[src/rtl/i2c_remap_pkg.sv]
// Shared types for the I2C address remapper: FSM states, table entry layout
// and address width.
package i2c_remap_pkg;

   localparam int ADDR_W = 7;

   typedef enum logic [2:0] {
      S_IDLE     = 3'd0,
      S_ADDR     = 3'd1,
      S_ADDR_ACK = 3'd2,
      S_DATA     = 3'd3,
      S_HOLD     = 3'd4
   } state_t;

   typedef struct packed {
      logic              valid;
      logic [ADDR_W-1:0] virt;
      logic [ADDR_W-1:0] phys;
   } remap_entry_t;

endpackage

[src/rtl/i2c_line_sync.sv]
// Synchronises SCL and SDA into clk, keeps one history sample of each and
// derives the SCL rising edge plus START/STOP conditions.
module i2c_line_sync #(
   parameter int SYNC_STAGES = 2
) (
   input  logic clk,
   input  logic reset,
   input  logic scl,
   input  logic sda,
   output logic sda_s,
   output logic scl_rise,
   output logic start_det,
   output logic stop_det
);

   logic [1:0] line_raw;
   logic [1:0] line_s;
   logic [1:0] line_p_reg;
   logic       scl_s;
   logic       scl_p;
   logic       sda_p;

   assign line_raw = {sda, scl};

   // Chains preset to 1 so the idle-high bus produces no edge out of reset.
   genvar gi;
   generate
      for (gi = 0; gi < 2; gi++) begin : g_line
         logic [SYNC_STAGES-1:0] sync_reg;
         always_ff @(posedge clk or posedge reset) begin
            if (reset) begin
               sync_reg <= '1;
            end else begin
               sync_reg <= {sync_reg[SYNC_STAGES-2:0], line_raw[gi]};
            end
         end
         assign line_s[gi] = sync_reg[SYNC_STAGES-1];
      end
   endgenerate

   always_ff @(posedge clk or posedge reset) begin
      if (reset) begin
         line_p_reg <= '1;
      end else begin
         line_p_reg <= line_s;
      end
   end

   assign scl_s = line_s[0];
   assign sda_s = line_s[1];
   assign scl_p = line_p_reg[0];
   assign sda_p = line_p_reg[1];

   assign scl_rise  = scl_s & ~scl_p;
   assign start_det = sda_p & ~sda_s & scl_s & scl_p;
   assign stop_det  = ~sda_p & sda_s & scl_s & scl_p;

endmodule

[src/rtl/i2c_addr_remap_table.sv]
// Passive I2C monitor: captures the address byte of each transfer, remaps it
// through a programmable virtual->physical table and tracks ACK/data phases.
module i2c_addr_remap_table
   import i2c_remap_pkg::*;
#(
   parameter int NUM_ENTRIES = 4,
   parameter int SYNC_STAGES = 2,
   parameter int IDX_W       = (NUM_ENTRIES > 1) ? $clog2(NUM_ENTRIES) : 1
) (
   input  logic              clk,
   input  logic              reset,
   input  logic              enable,
   input  logic              scl,
   input  logic              sda,
   input  logic              cfg_we,
   input  logic [IDX_W-1:0]  cfg_idx,
   input  logic              cfg_valid,
   input  logic [ADDR_W-1:0] cfg_virt,
   input  logic [ADDR_W-1:0] cfg_phys,
   output logic [ADDR_W-1:0] captured_addr,
   output logic              rw_o,
   output logic [ADDR_W-1:0] translated_addr,
   output logic              translate_hit,
   output logic [IDX_W-1:0]  hit_idx,
   output logic              addr_valid,
   output logic              addr_nack,
   output logic [7:0]        byte_count,
   output logic [2:0]        state_o,
   output logic [3:0]        bitcount_o
);

   logic sda_s;
   logic scl_rise;
   logic start_det;
   logic stop_det;

   i2c_line_sync #(
      .SYNC_STAGES (SYNC_STAGES)
   ) u_line_sync (
      .clk       (clk),
      .reset     (reset),
      .scl       (scl),
      .sda       (sda),
      .sda_s     (sda_s),
      .scl_rise  (scl_rise),
      .start_det (start_det),
      .stop_det  (stop_det)
   );

   remap_entry_t table_q [NUM_ENTRIES];

   // Out-of-range indices match no entry, so such writes fall away naturally.
   genvar gi;
   generate
      for (gi = 0; gi < NUM_ENTRIES; gi++) begin : g_entry
         remap_entry_t entry_reg;
         always_ff @(posedge clk or posedge reset) begin
            if (reset) begin
               entry_reg <= '0;
            end else if (cfg_we && (cfg_idx == IDX_W'(gi))) begin
               entry_reg <= {cfg_valid, cfg_virt, cfg_phys};
            end
         end
         assign table_q[gi] = entry_reg;
      end
   endgenerate

   state_t             state_reg, state_next;
   logic [3:0]         bitcount_reg, bitcount_next;
   logic [7:0]         byte_count_reg, byte_count_next;
   logic [ADDR_W-1:0]  shift_reg, shift_next;
   logic               lookup_en;
   logic               nack_next;

   logic [ADDR_W-1:0]  captured_reg;
   logic               rw_reg;
   logic [ADDR_W-1:0]  trans_reg;
   logic               hit_reg;
   logic [IDX_W-1:0]   hit_idx_reg;
   logic               addr_valid_reg;
   logic               addr_nack_reg;

   logic               lk_hit;
   logic [IDX_W-1:0]   lk_idx;
   logic [ADDR_W-1:0]  lk_phys;

   // Scan from the top down so the lowest matching index is the last write.
   always_comb begin
      lk_hit  = 1'b0;
      lk_idx  = '0;
      lk_phys = shift_reg;
      for (int i = NUM_ENTRIES - 1; i >= 0; i--) begin
         if (table_q[i].valid && (table_q[i].virt == shift_reg)) begin
            lk_hit  = 1'b1;
            lk_idx  = IDX_W'(i);
            lk_phys = table_q[i].phys;
         end
      end
   end

   always_comb begin
      state_next      = state_reg;
      bitcount_next   = bitcount_reg;
      byte_count_next = byte_count_reg;
      shift_next      = shift_reg;
      lookup_en       = 1'b0;
      nack_next       = 1'b0;

      if (stop_det) begin
         state_next    = S_IDLE;
         bitcount_next = '0;
      end else if (start_det && ((state_reg != S_IDLE) || enable)) begin
         state_next      = S_ADDR;
         bitcount_next   = '0;
         byte_count_next = '0;
      end else begin
         case (state_reg)
            S_IDLE: begin
               bitcount_next = '0;
            end
            S_ADDR: begin
               if (scl_rise) begin
                  if (bitcount_reg == 4'd7) begin
                     lookup_en     = 1'b1;
                     state_next    = S_ADDR_ACK;
                     bitcount_next = 4'd8;
                  end else begin
                     shift_next    = {shift_reg[ADDR_W-2:0], sda_s};
                     bitcount_next = bitcount_reg + 4'd1;
                  end
               end
            end
            S_ADDR_ACK: begin
               if (scl_rise) begin
                  bitcount_next = '0;
                  if (sda_s) begin
                     nack_next  = 1'b1;
                     state_next = S_HOLD;
                  end else begin
                     state_next = S_DATA;
                  end
               end
            end
            S_DATA: begin
               if (scl_rise) begin
                  if (bitcount_reg == 4'd8) begin
                     bitcount_next = '0;
                     if (byte_count_reg != 8'hFF) begin
                        byte_count_next = byte_count_reg + 8'd1;
                     end
                  end else begin
                     bitcount_next = bitcount_reg + 4'd1;
                  end
               end
            end
            S_HOLD: begin
               bitcount_next = '0;
            end
            default: begin
               state_next    = S_IDLE;
               bitcount_next = '0;
            end
         endcase
      end
   end

   always_ff @(posedge clk or posedge reset) begin
      if (reset) begin
         state_reg      <= S_IDLE;
         bitcount_reg   <= '0;
         byte_count_reg <= '0;
         shift_reg      <= '0;
         captured_reg   <= '0;
         rw_reg         <= 1'b0;
         trans_reg      <= '0;
         hit_reg        <= 1'b0;
         hit_idx_reg    <= '0;
         addr_valid_reg <= 1'b0;
         addr_nack_reg  <= 1'b0;
      end else begin
         state_reg      <= state_next;
         bitcount_reg   <= bitcount_next;
         byte_count_reg <= byte_count_next;
         shift_reg      <= shift_next;
         addr_valid_reg <= lookup_en;
         addr_nack_reg  <= nack_next;
         if (lookup_en) begin
            captured_reg <= shift_reg;
            rw_reg       <= sda_s;
            trans_reg    <= lk_phys;
            hit_reg      <= lk_hit;
            hit_idx_reg  <= lk_idx;
         end
      end
   end

   assign captured_addr   = captured_reg;
   assign rw_o            = rw_reg;
   assign translated_addr = trans_reg;
   assign translate_hit   = hit_reg;
   assign hit_idx         = hit_idx_reg;
   assign addr_valid      = addr_valid_reg;
   assign addr_nack       = addr_nack_reg;
   assign byte_count      = byte_count_reg;
   assign state_o         = state_reg;
   assign bitcount_o      = bitcount_reg;

endmodule

[config.mk]
export PLATFORM = sky130hd
export DESIGN_NAME = i2c_addr_remap_table
export DESIGN_NICKNAME = d
export VERILOG_FILES = /design/src/rtl/i2c_remap_pkg.sv /design/src/rtl/i2c_line_sync.sv /design/src/rtl/i2c_addr_remap_table.sv
export SDC_FILE = /design/constraint.sdc
export NUM_CORES = 1
export LEC_CHECK = 0
export CAP_MARGIN = 10
export CORE_ASPECT_RATIO = 1.1
export CORE_MARGIN = 2
export CORE_UTILIZATION = 45
export DETAILED_ROUTE_END_ITERATION = 7
export GPL_ROUTABILITY_DRIVEN = 0
export PLACE_DENSITY = 0.75
export SLEW_MARGIN = 0
export SYNTH_ARGS = -nofsm -noshare
export SYNTH_HDL_FRONTEND = slang
export SYNTH_SLANG_ARGS = --single-unit
[constraint.sdc]
create_clock -name clk -period 4.25 [get_ports clk]
set_clock_uncertainty 0.1 [all_clocks]
set_input_delay 0.6375 -clock clk [delete_from_list [all_inputs] [get_ports clk]]
set_output_delay 0.6375 -clock clk [all_outputs]
set_load 0.01 [all_outputs]
==> impl_metrics.json <==
{
  "worst_ir_drop_vdd_v": 0.0002058,
  "vias_per_cell": 5.484,
  "largest_reg_flops": 60,
  "area_delta_synth_final_pct": 19.70,
  "clockBufferDepth": 2,
  "finalMaxSlewViolations": 0,
  "ioPinCount": 58,
  "core_um2": 11340,
  "track_usage": 0.1934,
  "ys_ff_latch": 108,
  "crit_chain": "ha_1, and3b_1, nand3_4, a41oi_4, mux2i_1, o31ai_1",
  "r2r-end": "translated_addr[3]",
  "cap_violations": 0,
  "cpPeakStageDelay_ns": 0.56,
  "remaining_drc_errors": 0,
  "setup_viol": 0,
  "r2r_slack_ns": 1.75,
  "synth_cell_types": 58,
  "holdPathEnd": "u_line_sync.g_line[0].sync_reg[1]",
  "critPathRequiredTime_ns": 4.38,
  "synth_warnings": 0,
  "num-nets-final": 507,
  "yosysMostFrequentCell": "dfrtp_1",
  "leakagePower_uw": 0.002525,
  "syn_nets": 457,
  "wl_per_cell_um": 17.67,
  "fin_util": 0.5457,
  "maxSlewHeadroom": 0.3296,
  "via_count": 3488,
  "syn_inst": 431,
  "antenna_found_initial": 0,
  "start_kind": "register",
  "initial_core_util": 0.4559,
  "status": "completed",
  "fmax_ghz": 0.4003,
  "endpoint_kind": "register",
  "arrival_ns": 2.62,
  "critPathBufInv": 0,
  "crit_type": "register to register",
  "r2r-start": "bitcount_o[0]",
  "min_path_type": "register to register",
  "synthTopCellsByArea": "dfrtp_1 (49%), mux2_2 (15%), xnor2_1 (4.4%)",
  "synth_edf_count": 0,
  "rows": 41,
  "whs_path_depth": 0,
  "cts_tree": "done",
  "die_w_um": 106.2,
  "synth_ff_type": "dfrtp_1",
  "crit_family": "compound AO/OA/AOI/OAI gates",
  "root_buffer": "clkbuf_16",
  "dieArea_um2": 12360,
  "post-place-ws_ns": 1.619,
  "drive_above_1_share": 0.2346,
  "rr_worst_depth": 6,
  "synthArstFlopShare": 1.000,
  "io_buffers": 57,
  "wirelength_um": 11240,
  "n_fill_cell": 949,
  "cts_resized": 0,
  "synth_area_um2": 5169,
  "grt_pass1_wl_um": 18370,
  "powerDensity_nw_per_um2": 453.4,
  "holdCritStartpoint": "u_line_sync.g_line[0].sync_reg[0]",
  "yosysTopAreaCell": "dfrtp_1",
  "overflow": 0,
  "synth.top_cells.by_count": "dfrtp_1 (102), mux2_2 (69), xnor2_1 (26), o21ai_0 (22), nor2_1 (20)",
  "worst-path-stages": 6,
  "tns_ns": 0,
  "hold_buffers": 0,
  "post_cts_buffers": 0,
  "crit_fanout": 24,
  "final.period_utilization": 0.5878,
  "cts.sinks": 108,
  "final.min_clock_period_ns": 2.498,
  "syn_avg_cell_area_um2": 11.99,
  "cts_buffers": 9,
  "hpwl_um": 7679,
  "total_power_uw": 2805,
  "die_h_um": 116.4,
  "antennaDiodeCount": 0,
  "finalHoldViolations": 0,
  "layout_setup_ws_ns": 1.752,
  "rsz0062_at_grt": "no",
  "worst_pin_slew_ns": 1.003,
  "antenna_left": 0,
  "grt_pass1_vias": 3483,
  "clkLatencyLatePin_ns": 0.35,
  "yosysSeqAreaShare": 0.5243,
  "drtPass1Iterations": 4,
  "path_clk_slew_ns": 0.07,
  "dr.first_iter.drc_count": 179,
  "whs_ns": 0.2591,
  "netlist.area_leader.share": 0.4938,
  "htreeDepth": 3,
  "slowest_stage": "a41oi_4",
  "grt_max_degree": 64
}
==> logic make-up (layout without fill, tap and decap cells) <==
logic type	count (synthesis)	count (layout)	synth area share
fa+ha+maj	3	3	0.007263
xor+xnor	33	33	0.05737
flops	108	108	0.5243
mux	80	80	0.1745
compound gates	67	67	0.08860
buf+inv	37	92	0.03389
simple gates	103	103	0.1140
==> routing by layer <==
metal  global-route usage  vias up  wire (um)
met5                    0        -          0
met4              0.06579        0        220
met3              0.03627       16        552
met2               0.3205       95       5530
met1               0.2581     1740       4935
li1                     -     1637          -
==> through the flow <==
stage | cell area, um2 | cells
final | 6187 | 636
after global routing | 6187 | 636
after CTS | 6187 | 636
after detailed placement | 5837 | 620
after global placement | 5837 | 620
after floorplan | 5169 | 431
==> power by group <==
| part | switching (uW) | total [uW] | internal (uW) |
|---|---|---|---|
| Sequential | 139 | 1310 | 1170 |
| Clock | 382 | 975 | 592 |
| Combinational | 258 | 518 | 261 |
| Total | 779 | 2810 | 2030 |
==> cells in the final DEF (no fill, tap or decap), drive strengths merged, types with 10 or more instances in the layout <==
master         netlist  layout
clkbuf               6      10
nor3                11      11
nand3               14      14
nand2               20      20
dfrtp              102     102
inv                 16      16
clkdlybuf4s50        0      57
a21oi               11      11
mux2                72      72
xnor2               27      27
nand4               10      10
o21ai               23      23
nor2                20      20
==> area by class of cell <==
cell class	count	area, um2	area share
sequential	108	2710	0.4380
inverter	16	62.56	0.01011
tap	150	187.7	0.03033
clock inverter	6	111.4	0.01800
multi-input combinational	286	2283	0.3691
clock buffer	10	239.0	0.03862
timing repair buffer	60	593.1	0.09585
==> worst max-delay path by stage <==
stage / start / to
final: bitcount_o[0] / translated_addr[3]
after global routing: state_o[0] / translated_addr[0]
after CTS: bitcount_o[0] / translated_addr[3]
after detailed placement: cfg_idx[0] / g_entry[2].entry_reg[9]
after global placement: cfg_idx[0] / g_entry[2].entry_reg[1]
after floorplan: reset / addr_nack
Note: power is estimated with default switching activity, not from simulation.
